==> config.mk <==
export PLATFORM = sky130hd
export DESIGN_NAME = ascon_mode_ctrl
export DESIGN_NICKNAME = d
export VERILOG_FILES = /design/src/rtl/ascon_mode_ctrl.sv
export SDC_FILE = /design/constraint.sdc
export NUM_CORES = 1
export LEC_CHECK = 0
export ABC_AREA = 1
export BUFFER_PORTS_ARGS = -buffer_cell sky130_fd_sc_hd__buf_2
export CORE_ASPECT_RATIO = 2
export CORE_MARGIN = 1
export CORE_UTILIZATION = 30
export DETAILED_ROUTE_END_ITERATION = 12
export SLEW_MARGIN = 10
export SYNTH_ARGS = -nofsm -noshare
export SYNTH_HDL_FRONTEND = slang
export SYNTH_SLANG_ARGS = --single-unit
==> constraint.sdc <==
create_clock -name clock_i -period 2.9 [get_ports clock_i]
set_clock_uncertainty 0.05 [all_clocks]
set_input_delay 0.58 -clock clock_i [delete_from_list [all_inputs] [get_ports clock_i]]
set_output_delay 0.58 -clock clock_i [all_outputs]
set_load 0.1 [all_outputs]
==> src/rtl/ascon_mode_ctrl.sv <==
// ascon_mode_ctrl
//   Control FSM for the Ascon AEAD datapath. Sequences initialisation,
//   a run-time number of associated-data blocks, plaintext blocks and
//   finalisation. Owns the round counter and drives the round-constant
//   index, state-mux select and XOR/register enables for the datapath.
//   It also drives a valid/ready handshake toward the block-data source.
//
// Ports
//   clock_i, resetb_i   clock, asynchronous active-low reset
//   start_i             start one operation (sampled in IDLE only)
//   nb_ad_i, nb_txt_i   AD / plaintext block counts, captured at start
//   data_valid_i        source presents the next block
//   data_ready_o        FSM accepts a block (transfer = valid & ready)
//   round_o             round-constant index for this cycle
//   sel_init_o          state mux selects IV||K||N
//   en_reg_state_o      state register load enable
//   en_xor_data_o       XOR block into rate
//   en_xor_key_o        XOR key into capacity LSBs
//   en_xor_key_final_o  XOR key into capacity MSBs
//   en_xor_lsb_o        domain-separation XOR
//   en_cipher_o         latch ciphertext
//   cipher_valid_o      registered pulse, cycle after en_cipher_o
//   en_tag_o            latch tag
//   blk_idx_o           0-based block index within the current phase
//   busy_o              high outside IDLE
//   end_o               one-cycle pulse in DONE
module ascon_mode_ctrl #(
    parameter int unsigned ROUNDS_A = 12,
    parameter int unsigned ROUNDS_B = 6,
    parameter int unsigned BLK_W    = 8,
    parameter int unsigned RND_W    = 4
) (
    input  logic             clock_i,
    input  logic             resetb_i,
    input  logic             start_i,
    input  logic [BLK_W-1:0] nb_ad_i,
    input  logic [BLK_W-1:0] nb_txt_i,
    input  logic             data_valid_i,
    output logic             data_ready_o,
    output logic [RND_W-1:0] round_o,
    output logic             sel_init_o,
    output logic             en_reg_state_o,
    output logic             en_xor_data_o,
    output logic             en_xor_key_o,
    output logic             en_xor_key_final_o,
    output logic             en_xor_lsb_o,
    output logic             en_cipher_o,
    output logic             cipher_valid_o,
    output logic             en_tag_o,
    output logic [BLK_W-1:0] blk_idx_o,
    output logic             busy_o,
    output logic             end_o
);

    typedef enum logic [3:0] {
        S_IDLE, S_INIT, S_WAIT_AD, S_AD_PERM, S_DSEP,
        S_WAIT_TXT, S_TXT_PERM, S_WAIT_FIN, S_FIN_PERM, S_DONE
    } state_t;

    localparam logic [RND_W-1:0] LP_LAST_A = RND_W'(ROUNDS_A - 1);
    localparam logic [RND_W-1:0] LP_LAST_B = RND_W'(ROUNDS_B - 1);
    localparam logic [RND_W-1:0] LP_OFS_B  = RND_W'(ROUNDS_A - ROUNDS_B);

    state_t           r_state, w_state_nxt;
    logic [RND_W-1:0] r_rnd, w_rnd_nxt;
    logic [BLK_W-1:0] r_blk, w_blk_nxt;
    logic [BLK_W-1:0] r_nb_ad, r_nb_txt;
    logic             r_cipher_valid;

    logic [BLK_W-1:0] w_blk_inc;
    logic             w_ad_more;
    logic             w_txt_more;
    logic             w_txt_multi;

    assign w_blk_inc   = r_blk + 1'b1;
    assign w_ad_more   = (w_blk_inc < r_nb_ad);
    // TXT_PERM only covers blocks 0..nb_txt-2; the last one goes to FIN_PERM.
    assign w_txt_more  = (w_blk_inc < (r_nb_txt - 1'b1));
    assign w_txt_multi = (r_nb_txt > BLK_W'(1));

    always_ff @(posedge clock_i or negedge resetb_i) begin
        if (!resetb_i) begin
            r_state        <= S_IDLE;
            r_rnd          <= '0;
            r_blk          <= '0;
            r_cipher_valid <= 1'b0;
        end else begin
            r_state        <= w_state_nxt;
            r_rnd          <= w_rnd_nxt;
            r_blk          <= w_blk_nxt;
            r_cipher_valid <= en_cipher_o;
        end
    end

    always_ff @(posedge clock_i or negedge resetb_i) begin
        if (!resetb_i) begin
            r_nb_ad  <= '0;
            r_nb_txt <= '0;
        end else if (r_state == S_IDLE && start_i) begin
            r_nb_ad  <= nb_ad_i;
            r_nb_txt <= (nb_txt_i == '0) ? BLK_W'(1) : nb_txt_i;
        end
    end

    always_comb begin
        w_state_nxt        = r_state;
        w_rnd_nxt          = r_rnd;
        w_blk_nxt          = r_blk;
        data_ready_o       = 1'b0;
        round_o            = '0;
        sel_init_o         = 1'b0;
        en_reg_state_o     = 1'b0;
        en_xor_data_o      = 1'b0;
        en_xor_key_o       = 1'b0;
        en_xor_key_final_o = 1'b0;
        en_xor_lsb_o       = 1'b0;
        en_cipher_o        = 1'b0;
        en_tag_o           = 1'b0;
        end_o              = 1'b0;
        unique case (r_state)
            S_IDLE: begin
                if (start_i) begin
                    w_state_nxt = S_INIT;
                    w_rnd_nxt   = '0;
                    w_blk_nxt   = '0;
                end
            end
            S_INIT: begin
                en_reg_state_o = 1'b1;
                round_o        = r_rnd;
                sel_init_o     = (r_rnd == '0);
                if (r_rnd == LP_LAST_A) begin
                    en_xor_key_o = 1'b1;
                    w_rnd_nxt    = '0;
                    w_state_nxt  = (r_nb_ad != '0) ? S_WAIT_AD : S_DSEP;
                end else begin
                    w_rnd_nxt = r_rnd + 1'b1;
                end
            end
            S_WAIT_AD: begin
                data_ready_o = 1'b1;
                if (data_valid_i) w_state_nxt = S_AD_PERM;
            end
            S_AD_PERM: begin
                en_reg_state_o = 1'b1;
                round_o        = LP_OFS_B + r_rnd;
                en_xor_data_o  = (r_rnd == '0);
                if (r_rnd == LP_LAST_B) begin
                    w_rnd_nxt = '0;
                    if (w_ad_more) begin
                        w_blk_nxt   = w_blk_inc;
                        w_state_nxt = S_WAIT_AD;
                    end else begin
                        en_xor_lsb_o = 1'b1;
                        w_blk_nxt    = '0;
                        w_state_nxt  = w_txt_multi ? S_WAIT_TXT : S_WAIT_FIN;
                    end
                end else begin
                    w_rnd_nxt = r_rnd + 1'b1;
                end
            end
            S_DSEP: begin
                en_reg_state_o = 1'b1;
                en_xor_lsb_o   = 1'b1;
                w_state_nxt    = w_txt_multi ? S_WAIT_TXT : S_WAIT_FIN;
            end
            S_WAIT_TXT: begin
                data_ready_o = 1'b1;
                if (data_valid_i) w_state_nxt = S_TXT_PERM;
            end
            S_TXT_PERM: begin
                en_reg_state_o = 1'b1;
                round_o        = LP_OFS_B + r_rnd;
                en_xor_data_o  = (r_rnd == '0);
                en_cipher_o    = (r_rnd == '0);
                if (r_rnd == LP_LAST_B) begin
                    w_rnd_nxt   = '0;
                    w_blk_nxt   = w_blk_inc;
                    w_state_nxt = w_txt_more ? S_WAIT_TXT : S_WAIT_FIN;
                end else begin
                    w_rnd_nxt = r_rnd + 1'b1;
                end
            end
            S_WAIT_FIN: begin
                data_ready_o = 1'b1;
                if (data_valid_i) w_state_nxt = S_FIN_PERM;
            end
            S_FIN_PERM: begin
                en_reg_state_o     = 1'b1;
                round_o            = r_rnd;
                en_xor_data_o      = (r_rnd == '0);
                en_cipher_o        = (r_rnd == '0);
                en_xor_key_final_o = (r_rnd == '0);
                if (r_rnd == LP_LAST_A) begin
                    en_xor_key_o = 1'b1;
                    en_tag_o     = 1'b1;
                    w_rnd_nxt    = '0;
                    w_state_nxt  = S_DONE;
                end else begin
                    w_rnd_nxt = r_rnd + 1'b1;
                end
            end
            S_DONE: begin
                end_o       = 1'b1;
                w_blk_nxt   = '0;
                w_state_nxt = S_IDLE;
            end
            default: begin
                w_state_nxt = S_IDLE;
                w_rnd_nxt   = '0;
                w_blk_nxt   = '0;
            end
        endcase
    end

    assign cipher_valid_o = r_cipher_valid;
    assign blk_idx_o      = r_blk;
    assign busy_o         = (r_state != S_IDLE);

endmodule
==> impl_metrics.tcl <==
set metrics [dict create \
    pre_cts_ws_ps 79.90 \
    synth_top_cell_by_area "dfrtp_1" \
    worstSetupEndpointType "output port" \
    dp_cells 476 \
    ioPinCount 44 \
    drt-total-wl_mm 6.441 \
    synth_area_sq_um 2477 \
    max_cap_violations 0 \
    critPathRequiredTime_ps 2270 \
    fill_cells 791 \
    antenna_found_initial 0 \
    holdBufCountCts 0 \
    worstReg2RegStart "blk_idx_o[1]" \
    instances_no_fill 504 \
    clk_pin_slew_ps 60 \
    first_pass_iters 4 \
    tightestPinTransition_ps 777.9 \
    final_core_util 0.4200 \
    place.gp.congestion 0.8811 \
    row_count 46 \
    cp-endpoint "en_xor_lsb_o" \
    seq_area_sq_um 829.5 \
    p_total_mw 3.719 \
    slew-limit-headroom 0.4814 \
    cts_buffers 5 \
    vdd_ir_drop_max_v 0.0003199 \
    grt_pass1_vias 2336 \
    fin_area_sq_um 3336 \
    violations "setup timing" \
    p_leak_nw 1.749 \
    drtAntennaViolNets 0 \
    max-clock-path-buffers 2 \
    dp_hpwl_mm 4.894 \
    power_density_nw_per_um2 1115 \
    drive_above_1_share 0.3578 \
    synth_nets 377 \
    wl_per_cell_um 12.78 \
    fin_hold_ws_ps 320.5 \
    io_buffers 43 \
    drt_iter0_markers 160 \
    area_growth_syn_to_layout_pct 34.65 \
    placed_cell_area_sq_um 2864 \
    synth_cells 337 \
    max_freq_mhz 335.3 \
    final_max_slew_viol_count 0 \
    synth-seq-cells 33 \
    root_buffer "clkbuf_16" \
    r2r_cells 23 \
    core-area_sq_um 7943 \
    synthTopCellsByArea "dfrtp_1 (33%), nand2_1 (14%), ha_1 (10%), inv_1 (7.3%), nor2_1 (4.2%)" \
    grt_max_degree 34 \
    clock_latency_ps 280 \
    seq_area_frac_synth 0.3333 \
    viasPerCell 4.641 \
    yosys_warnings 0 \
    diodes 0 \
    cp-startpoint "blk_idx_o[1]" \
    r2r_slack_ps -20 \
    setup_slack_ps -82.81 \
    multi_input_area_sq_um 1582 \
    cts_tree "yes" \
    rsz0062_at_grt "yes" \
    period_share 1.029 \
    synthDistinctLibCells 33 \
    status "finished with violations" \
    initial_utilization 0.3119 \
    clock-sinks 33 \
    route.detailed.drc 0 \
    cp_max_fo 4 \
    grt_first_pass_wirelength_mm 10.40 \
    setup_tns_ps -101.9 \
    synth_top_area_frac 0.3333 \
    layout_commonest_cell "nand2_1" \
    nets 447 \
    final_cell_mix "nand2_1 (84), inv_1 (44), buf_2 (42)" \
    die_y_um 130.5 \
    r2r-end "r_state[1]" \
    grtUsageTotal 0.1601 \
    hold_violations 0 \
    htree_levels 2 \
    dr_total_vias 2339 \
    min_path_type "in -> async" \
    start_kind "flip-flop" \
    crit_type "reg -> out" \
    setup_viol 2 \
    cp.arrival_ps 2350 \
    grt_remaining_overflow 0 \
    die-area_sq_um 8647 \
    synth_area_per_cell_sq_um 7.351 \
    die_x_um 66.26 \
    fin_crit_ps 2983 \
]
==> synthesized netlist by cell type <==
library cell   n
xor2_1         8
nand2_2        7
o21ai_0       19
inv_2          8
buf_6          1
nand3_1       13
a21boi_2       1
dfrtp_1       33
and2_4         1
a211oi_1       2
nand2_4        3
nor3_1         8
o22ai_1        3
o21bai_1       2
a21oi_1        8
buf_4          2
clkbuf_1       1
ha_1          20
mux2_2         3
a31oi_1        2
nand4_4        1
nor2_2         6
nand3_2        1
inv_1         48
nand4_1        3
nand3b_1       4
nor3_2         2
o21a_4         1
nor2_4         3
nor2_1        28
o21a_2         1
nand2_1       93
xnor2_1        1
==> registers in the layout, indices dropped and copies added (netlist names) <==
register and flops:
r_nb_txt 8, r_rnd 4, blk_idx_o 8, r_state 4
cipher_valid_o 1, r_nb_ad 8
==> cell families (layout without fill, tap and decap cells) <==
| family | count (synthesis) | after routing | share of synthesized area |
|---|---|---|---|
| AOI/OAI and AO/OA | 39 | 39 | 0.09343 |
| xor gates and xnor gates | 9 | 9 | 0.03182 |
| muxes | 3 | 3 | 0.01364 |
| DFF | 33 | 33 | 0.3333 |
| adders and majority gates | 20 | 20 | 0.1010 |
| and+or+nand+nor | 173 | 173 | 0.3298 |
| buffers and inverters | 60 | 131 | 0.09697 |
==> timing repair <==
item | 4_1_cts | 5_1_grt
pin swaps | 9 | 15
setup endpoints to repair | 1 | 2
endpoints found under the hold margin | 0 | 0
buffers inserted | 16 | 4
gates resized for setup | 8 | 24
==> worst min path at each step <==
stage / startpoint / endpoint / slack (ps) / depth (start not counted)
2_1_floorplan: resetb_i / blk_idx_o[0] / 230 / 0
3_3_place_gp: blk_idx_o[3] / blk_idx_o[3] / 460 / 2
4_1_cts: resetb_i / r_rnd[3] / 360 / 1
5_1_grt: resetb_i / r_rnd[2] / 390 / 1
6_report: resetb_i / r_rnd[3] / 320 / 1
3_5_place_dp: blk_idx_o[3] / blk_idx_o[3] / 470 / 2
==> worst max-delay path, cell delays in order, from the launching register on <==
cell and delay (ps):
dfrtp_2 450, ha_4 190, nand2_4 70, nor2_4 40, nand2_2 70, xor2_2 180, inv_2 80, ha_4 260
nand2_2 40, inv_2 40, nand2_2 40, inv_2 50, nand2_2 70, nand2_2 80, nand2_2 70, o21ai_4 150
buf_12 190
==> per-layer routing <==
layer | global-route usage | vias up | share of wire
li1 | - | 1201 | -
met1 | 0.1485 | 1077 | 0.36
met2 | 0.3151 | 46 | 0.58
met3 | 0.03299 | 15 | 0.036
met4 | 0.07885 | 0 | 0.028
met5 | 0 | - | 0
==> report_power, final <==
group | total, mW | switching (mW) | internal (mW)
logic | 2.32 | 1.67 | 0.651
clock network | 0.632 | 0.204 | 0.428
registers | 0.770 | 0.140 | 0.630
total | 3.72 | 2.01 | 1.71
==> cell type report <==
| cell class | instances | share of cell area |
|---|---|---|
| well taps | 96 | 0.03601 |
| repair buffers | 67 | 0.1253 |
| inverters | 56 | 0.06302 |
| clock inverters | 2 | 0.01125 |
| flip-flops and latches | 33 | 0.2487 |
| multi-input cells | 244 | 0.4741 |
| clock buffers | 6 | 0.04164 |
Power figures use the tool's default switching activity.
